===== config.mk =====
export PLATFORM = sky130hd
export DESIGN_NAME = cb_uart_rx
export DESIGN_NICKNAME = d
export VERILOG_FILES = /design/src/rtl/cb_uart_rx.sv
export SDC_FILE = /design/constraint.sdc
export NUM_CORES = 1
export LEC_CHECK = 0
export ABC_AREA = 1
export ABC_CLOCK_PERIOD_IN_PS = 4800
export CORE_ASPECT_RATIO = 1.2
export CORE_MARGIN = 5
export CORE_UTILIZATION = 50
export DETAILED_ROUTE_END_ITERATION = 7
export PLACE_DENSITY = 0.7
export RECOVER_POWER = 100
export SYNTH_ARGS = -nofsm -noshare
export SYNTH_HDL_FRONTEND = slang
export SYNTH_SLANG_ARGS = --single-unit
export TNS_END_PERCENT = 30

===== constraint.sdc =====
create_clock -name CLK -period 4.8 [get_ports CLK]
set_clock_uncertainty 0.15 [all_clocks]
set_input_delay 0.72 -clock CLK [delete_from_list [all_inputs] [get_ports CLK]]
set_output_delay 0.72 -clock CLK [all_outputs]
set_load 0.01 [all_outputs]

===== src/rtl/cb_uart_rx.sv =====
// cb_uart_rx: 8N1 UART receiver with 16x oversampling and a single-entry holding register.
// Define UART_RX_PARITY_EN to receive 8E1 frames and check even parity.
module cb_uart_rx #(
  parameter int unsigned CLK_FREQ = 100000000,
  parameter int unsigned BAUD     = 9600,
  parameter int unsigned OVS      = 16
) (
  input  logic       CLK,
  input  logic       reset,
  input  logic       rx_in,
  input  logic       rx_ack,
  output logic [7:0] rx_data,
  output logic       rx_valid,
  output logic       rx_frame_err,
  output logic       rx_overrun,
  output logic       rx_busy
);

  localparam int unsigned DIV = CLK_FREQ / (BAUD * OVS);
  localparam int unsigned CW  = (DIV > 1) ? $clog2(DIV) : 1;
  localparam logic [CW-1:0] DIV_M1 = CW'(DIV - 1);

  typedef enum logic [2:0] {
    S_IDLE   = 3'd0,
    S_START  = 3'd1,
    S_DATA   = 3'd2,
`ifdef UART_RX_PARITY_EN
    S_PARITY = 3'd3,
`endif
    S_STOP   = 3'd4,
    S_WAIT   = 3'd5
  } state_t;

`ifdef UART_RX_PARITY_EN
  function automatic logic odd_parity(input logic [8:0] v);
    return ^v;
  endfunction
`endif

  logic          sync1_q, sync2_q;
  logic          rx_s;
  state_t        state_q, state_d;
  logic [CW-1:0] tick_cnt_q, tick_cnt_d;
  logic          tick_s;
  logic [3:0]    smp_q, smp_d;
  logic [2:0]    bit_q, bit_d;
  logic [7:0]    shift_q, shift_d;
  logic          deliver_s, pop_s;
  logic [7:0]    data_q, data_d;
  logic          valid_q, valid_d;
  logic          ferr_q, ferr_d;
  logic          ovr_q, ovr_d;
  logic          busy_q, busy_d;
`ifdef UART_RX_PARITY_EN
  logic          par_q, par_d;
`endif

  assign rx_s = sync2_q;

  // Line synchroniser, preset idle-high so reset never looks like a start bit
  always_ff @(posedge CLK or negedge reset) begin
    if (!reset) begin
      sync1_q <= 1'b1;
      sync2_q <= 1'b1;
    end else begin
      sync1_q <= rx_in;
      sync2_q <= sync1_q;
    end
  end

  // Frame state, oversampling counters and shift register
  always_ff @(posedge CLK or negedge reset) begin
    if (!reset) begin
      state_q    <= S_IDLE;
      tick_cnt_q <= '0;
      smp_q      <= 4'd0;
      bit_q      <= 3'd0;
      shift_q    <= 8'h00;
    end else begin
      state_q    <= state_d;
      tick_cnt_q <= tick_cnt_d;
      smp_q      <= smp_d;
      bit_q      <= bit_d;
      shift_q    <= shift_d;
    end
  end

`ifdef UART_RX_PARITY_EN
  // Captured parity bit, checked together with the data at the stop bit
  always_ff @(posedge CLK or negedge reset) begin
    if (!reset) begin
      par_q <= 1'b0;
    end else begin
      par_q <= par_d;
    end
  end
`endif

  // Next-state logic; ticks stay phase-locked to the start edge because the divider idles at 0
  always_comb begin
    state_d   = state_q;
    smp_d     = smp_q;
    bit_d     = bit_q;
    shift_d   = shift_q;
    deliver_s = 1'b0;
    ferr_d    = 1'b0;
`ifdef UART_RX_PARITY_EN
    par_d     = par_q;
`endif
    tick_s = (state_q != S_IDLE) && (tick_cnt_q == DIV_M1);
    if (state_q == S_IDLE) begin
      tick_cnt_d = '0;
    end else if (tick_s) begin
      tick_cnt_d = '0;
    end else begin
      tick_cnt_d = tick_cnt_q + CW'(1);
    end
    if (tick_s) begin
      smp_d = smp_q + 4'd1;
    end else begin
      smp_d = smp_q;
    end

    case (state_q)
      S_IDLE: begin
        smp_d = 4'd0;
        bit_d = 3'd0;
        if (!rx_s) begin
          state_d = S_START;
        end else begin
          state_d = S_IDLE;
        end
      end
      S_START: begin
        if (tick_s && (smp_q == 4'd7)) begin
          smp_d = 4'd0;
          if (rx_s) begin
            state_d = S_IDLE;
          end else begin
            state_d = S_DATA;
          end
        end else begin
          state_d = S_START;
        end
      end
      S_DATA: begin
        if (tick_s && (smp_q == 4'd15)) begin
          shift_d = {rx_s, shift_q[7:1]};
          bit_d   = bit_q + 3'd1;
          if (bit_q == 3'd7) begin
`ifdef UART_RX_PARITY_EN
            state_d = S_PARITY;
`else
            state_d = S_STOP;
`endif
          end else begin
            state_d = S_DATA;
          end
        end else begin
          state_d = S_DATA;
        end
      end
`ifdef UART_RX_PARITY_EN
      S_PARITY: begin
        if (tick_s && (smp_q == 4'd15)) begin
          par_d   = rx_s;
          state_d = S_STOP;
        end else begin
          state_d = S_PARITY;
        end
      end
`endif
      S_STOP: begin
        if (tick_s && (smp_q == 4'd15)) begin
          if (!rx_s) begin
            ferr_d  = 1'b1;
            state_d = S_WAIT;
`ifdef UART_RX_PARITY_EN
          end else if (odd_parity({par_q, shift_q})) begin
            ferr_d  = 1'b1;
            state_d = S_IDLE;
`endif
          end else begin
            deliver_s = 1'b1;
            state_d   = S_IDLE;
          end
        end else begin
          state_d = S_STOP;
        end
      end
      S_WAIT: begin
        if (rx_s) begin
          state_d = S_IDLE;
        end else begin
          state_d = S_WAIT;
        end
      end
      default: begin
        state_d = S_IDLE;
      end
    endcase
    busy_d = (state_d != S_IDLE);
  end

  // Holding register: an ack in the delivery cycle frees the slot for the new byte
  always_comb begin
    data_d  = data_q;
    valid_d = valid_q;
    ovr_d   = ovr_q;
    pop_s   = rx_ack && valid_q;
    if (deliver_s) begin
      if (!valid_q || pop_s) begin
        data_d  = shift_q;
        valid_d = 1'b1;
        ovr_d   = 1'b0;
      end else begin
        ovr_d   = 1'b1;
      end
    end else if (pop_s) begin
      valid_d = 1'b0;
      ovr_d   = 1'b0;
    end else begin
      valid_d = valid_q;
    end
  end

  // Registered consumer-facing outputs
  always_ff @(posedge CLK or negedge reset) begin
    if (!reset) begin
      data_q  <= 8'h00;
      valid_q <= 1'b0;
      ferr_q  <= 1'b0;
      ovr_q   <= 1'b0;
      busy_q  <= 1'b0;
    end else begin
      data_q  <= data_d;
      valid_q <= valid_d;
      ferr_q  <= ferr_d;
      ovr_q   <= ovr_d;
      busy_q  <= busy_d;
    end
  end

  assign rx_data      = data_q;
  assign rx_valid     = valid_q;
  assign rx_frame_err = ferr_q;
  assign rx_overrun   = ovr_q;
  assign rx_busy      = busy_q;

endmodule

==> flow_metrics.tcl <==
set metrics [dict create \
    outcome "finished, violations left" \
    violations "capacitance limit, slew limit" \
    place.gp.congestion 0.8537 \
    synth.cell_area_sq_um 1997 \
    fin_nets 252 \
    cp-end-kind "flip-flop" \
    seq_area_frac_synth_pct 52.76 \
    synth_cell_types 33 \
    cp_top_family "simple AND/OR/NAND/NOR gates" \
    critPathRequiredTime_ns 4.84 \
    postCtsSetupBuffers 0 \
    clockBufferDepth 2 \
    die_h_microns 79.23 \
    cts_tree "yes" \
    ys_ff_latch 42 \
    final-setup-viol-count 0 \
    fillers 364 \
    ant_nets 0 \
    cts_sinks 42 \
    worstSetupPathType "flip-flop to flip-flop" \
    crit_arrival_ns 2.83 \
    seqCellArea_sq_um 1054 \
    hold_path_class "flip-flop to flip-flop" \
    crit_fanout 12 \
    fin_crit_sh_pct 57.95 \
    fmaxAchievable_mhz 359.5 \
    r2r-end "rx_data[3]" \
    cpMaxStageDelayCell "nor2_1" \
    cp-endpoint "rx_data[3]" \
    grt_max_degree 43 \
    syn_area_per_cell_sq_um 8.915 \
    root_buffer "clkbuf_8" \
    cap_violations 1 \
    fin_crit_ns 2.782 \
    htreeDepth 2 \
    hold_buffers 0 \
    die_w_microns 67.69 \
    crit_start "tick_cnt_q[0]" \
    yosysWarnings 0 \
    crit_buf_inv 2 \
    crit_chain "inv_1 -> ha_1 -> nand3_1 -> inv_1 -> nand2_1 -> nor2_1 -> nand3_4 -> nor2_1 -> nand2_1 -> nand2_1 -> nand2_1" \
    grt_pass1_vias 1435 \
    r2r_slack_ns 2.02 \
    fin_setup_tns_ns 0 \
    slew_headroom_pct -40.29 \
    via_count 1465 \
    antennaDiodeCount 0 \
    critical_path.startpoint_type "flip-flop" \
    ctsResizeCount 0 \
    path_common_cell "nand2_1" \
    coreArea_sq_um 3910 \
    clk_pin_slew_ns 0.08 \
    wl_mm 3.510 \
    vdd_drop_max_mv 0.1932 \
    antenna_found_initial 0 \
    multiInputGateArea_sq_um 779.5 \
    postSynthCellCount 224 \
    power_mw 0.5967 \
    dr.pass1.iters 4 \
    grt_use_total_pct 15.61 \
    hold_viol 0 \
    synth_nets 233 \
    viasPerCell 4.916 \
    die_area_sq_um 5363 \
    drt_drc_violations_left 0 \
    max_stage_delay_ns 0.64 \
    worstMarginPinSlew_ns 2.104 \
    insertion_delay_ns 0.30 \
    grt_overflow 0 \
    rsz0062_at_grt "no" \
    io_pins 16 \
    start_util_pct 51.07 \
    dp_hpwl_mm 2.643 \
    cts_buffers 5 \
    grt_pass1_wl_mm 6.285 \
    fp-row-count 25 \
    p_per_area_nw_per_um2 268.8 \
    final-max-slew-violation-count 43 \
    rr_worst_depth 11 \
    reg2reg_from "tick_cnt_q[0]" \
    fin_cells 298 \
    cp.depth 11 \
    drive_gt1_share_pct 8.607 \
    portBuffers 15 \
    wl_per_cell_microns 11.78 \
    area_growth_pct 11.15 \
    p_leak_nw 1.107 \
    drt_iter0_drc 50 \
    place_inst 290 \
]
[worst min path at each step]
stage                  from  endpoint  slack, ns  cells past startpoint
CTS                 sync1_q      rx_s       0.21                      0
global route        sync1_q      rx_s       0.22                      0
detailed placement  sync1_q      rx_s       0.20                      0
finish              sync1_q      rx_s       0.21                      0
floorplan           sync1_q      rx_s       0.20                      0
global placement    sync1_q      rx_s       0.20                      0
[routing by layer]
layer | part of all wire, % | GRT usage, % | wire length [microns]
met5 | 0 | 0 | 0
met3 | 4.4 | 4.668 | 155
met4 | 2.0 | 6.694 | 71
met1 | 43 | 17.22 | 1502
met2 | 51 | 27.07 | 1781
[layout make-up]
cell class,instances,area share (%)
Timing Repair Buffer,15,6.483
Clock inverter,3,1.071
Sequential cell,42,47.46
Tap cell,54,3.044
Inverter,22,3.720
Clock buffer,5,3.100
Multi-Input combinational cell,157,35.12
[Yosys cell counts]
cell type | instances | share of area (%)
clkinv_1 | 1 | 0.19
nand2_4 | 1 | 0.56
ha_1 | 5 | 3.1
inv_1 | 17 | 3.2
xor2_1 | 3 | 1.3
nor2_2 | 1 | 0.31
nor4_1 | 2 | 0.63
o21ai_2 | 3 | 1.3
nand2_1 | 65 | 12
xnor2_1 | 1 | 0.44
nor3_1 | 7 | 1.8
o21ai_0 | 3 | 0.75
inv_2 | 4 | 0.75
a21oi_1 | 4 | 1.0
clkbuf_1 | 1 | 0.19
nand3_2 | 3 | 1.5
nand3_1 | 18 | 4.5
buf_4 | 1 | 0.38
or2_2 | 1 | 0.31
o21ai_1 | 1 | 0.25
dfstp_2 | 2 | 2.6
nor2_8 | 1 | 1.0
o21bai_1 | 1 | 0.38
nor2_1 | 23 | 4.3
dfrtp_1 | 40 | 50
nor3_4 | 1 | 0.81
and3_1 | 1 | 0.31
nor3b_1 | 1 | 0.38
nand3_4 | 1 | 0.88
nor2_4 | 3 | 1.7
nand2_2 | 2 | 0.63
nand4_1 | 5 | 1.6
buf_6 | 1 | 0.56
[sequential cells by signal (all words and copies together) (netlist names), 3 cells and up]
register / flops
rx_data: 8
tick_cnt_q: 10
state_q: 3
bit_q: 3
smp_q: 4
shift_q: 8
[where the power goes]
group | leakage (nW) | internal [mW] | switching (mW)
clock network | 0.0408 | 0.104 | 0.126
registers | 0.559 | 0.356 | 0.00136
logic | 0.507 | 0.00228 | 0.00746
total | 1.11 | 0.462 | 0.135
[cell usage in the layout (no fill, tap or decap)]
cell,count
dfstp_2,2
dlygate4sd3_1,13
or2_2,1
clkdlybuf4s50_1,1
nor4_1,2
dfrtp_1,40
nand3_1,18
xnor2_1,1
o21ai_0,7
inv_1,18
o21bai_1,1
clkbuf_1,1
nand3_4,1
nor2_2,1
nor2_4,2
clkinvlp_4,2
nor3b_1,1
and3_1,1
nor3_1,8
xor2_1,3
nor2_1,25
a21oi_1,4
inv_6,1
nand3_2,3
clkbuf_8,5
nand2_1,68
nand4_1,5
inv_2,3
clkinv_1,1
ha_1,5
[cells by family after synthesis]
group | after synthesis | share of synthesized area (%)
DFF | 42 | 52.76
adders and majority gates | 5 | 3.133
AOI/OAI and AO/OA | 12 | 3.697
and+or+nand+nor | 136 | 33.40
xor gates and xnor gates | 4 | 1.755
buffers and inverters | 25 | 5.263
[per-stage QoR]
| stage | setup WS, ns | util [%] | hold WS, ns | cell area (sq um) |
|---|---|---|---|---|
| 2_1_floorplan | 3.153 | - | 0.1952 | 1997 |
| 3_3_place_gp | 2.644 | 55.94 | 0.1954 | 2187 |
| 3_5_place_dp | 2.596 | 55.94 | 0.2012 | 2187 |
| 4_1_cts | 2.571 | 58.30 | 0.2129 | 2280 |
| 5_1_grt | 1.637 | 56.77 | 0.2170 | 2220 |
| 6_report | 2.018 | 56.77 | 0.2113 | 2220 |
Note: power is estimated with default switching activity, not from simulation.
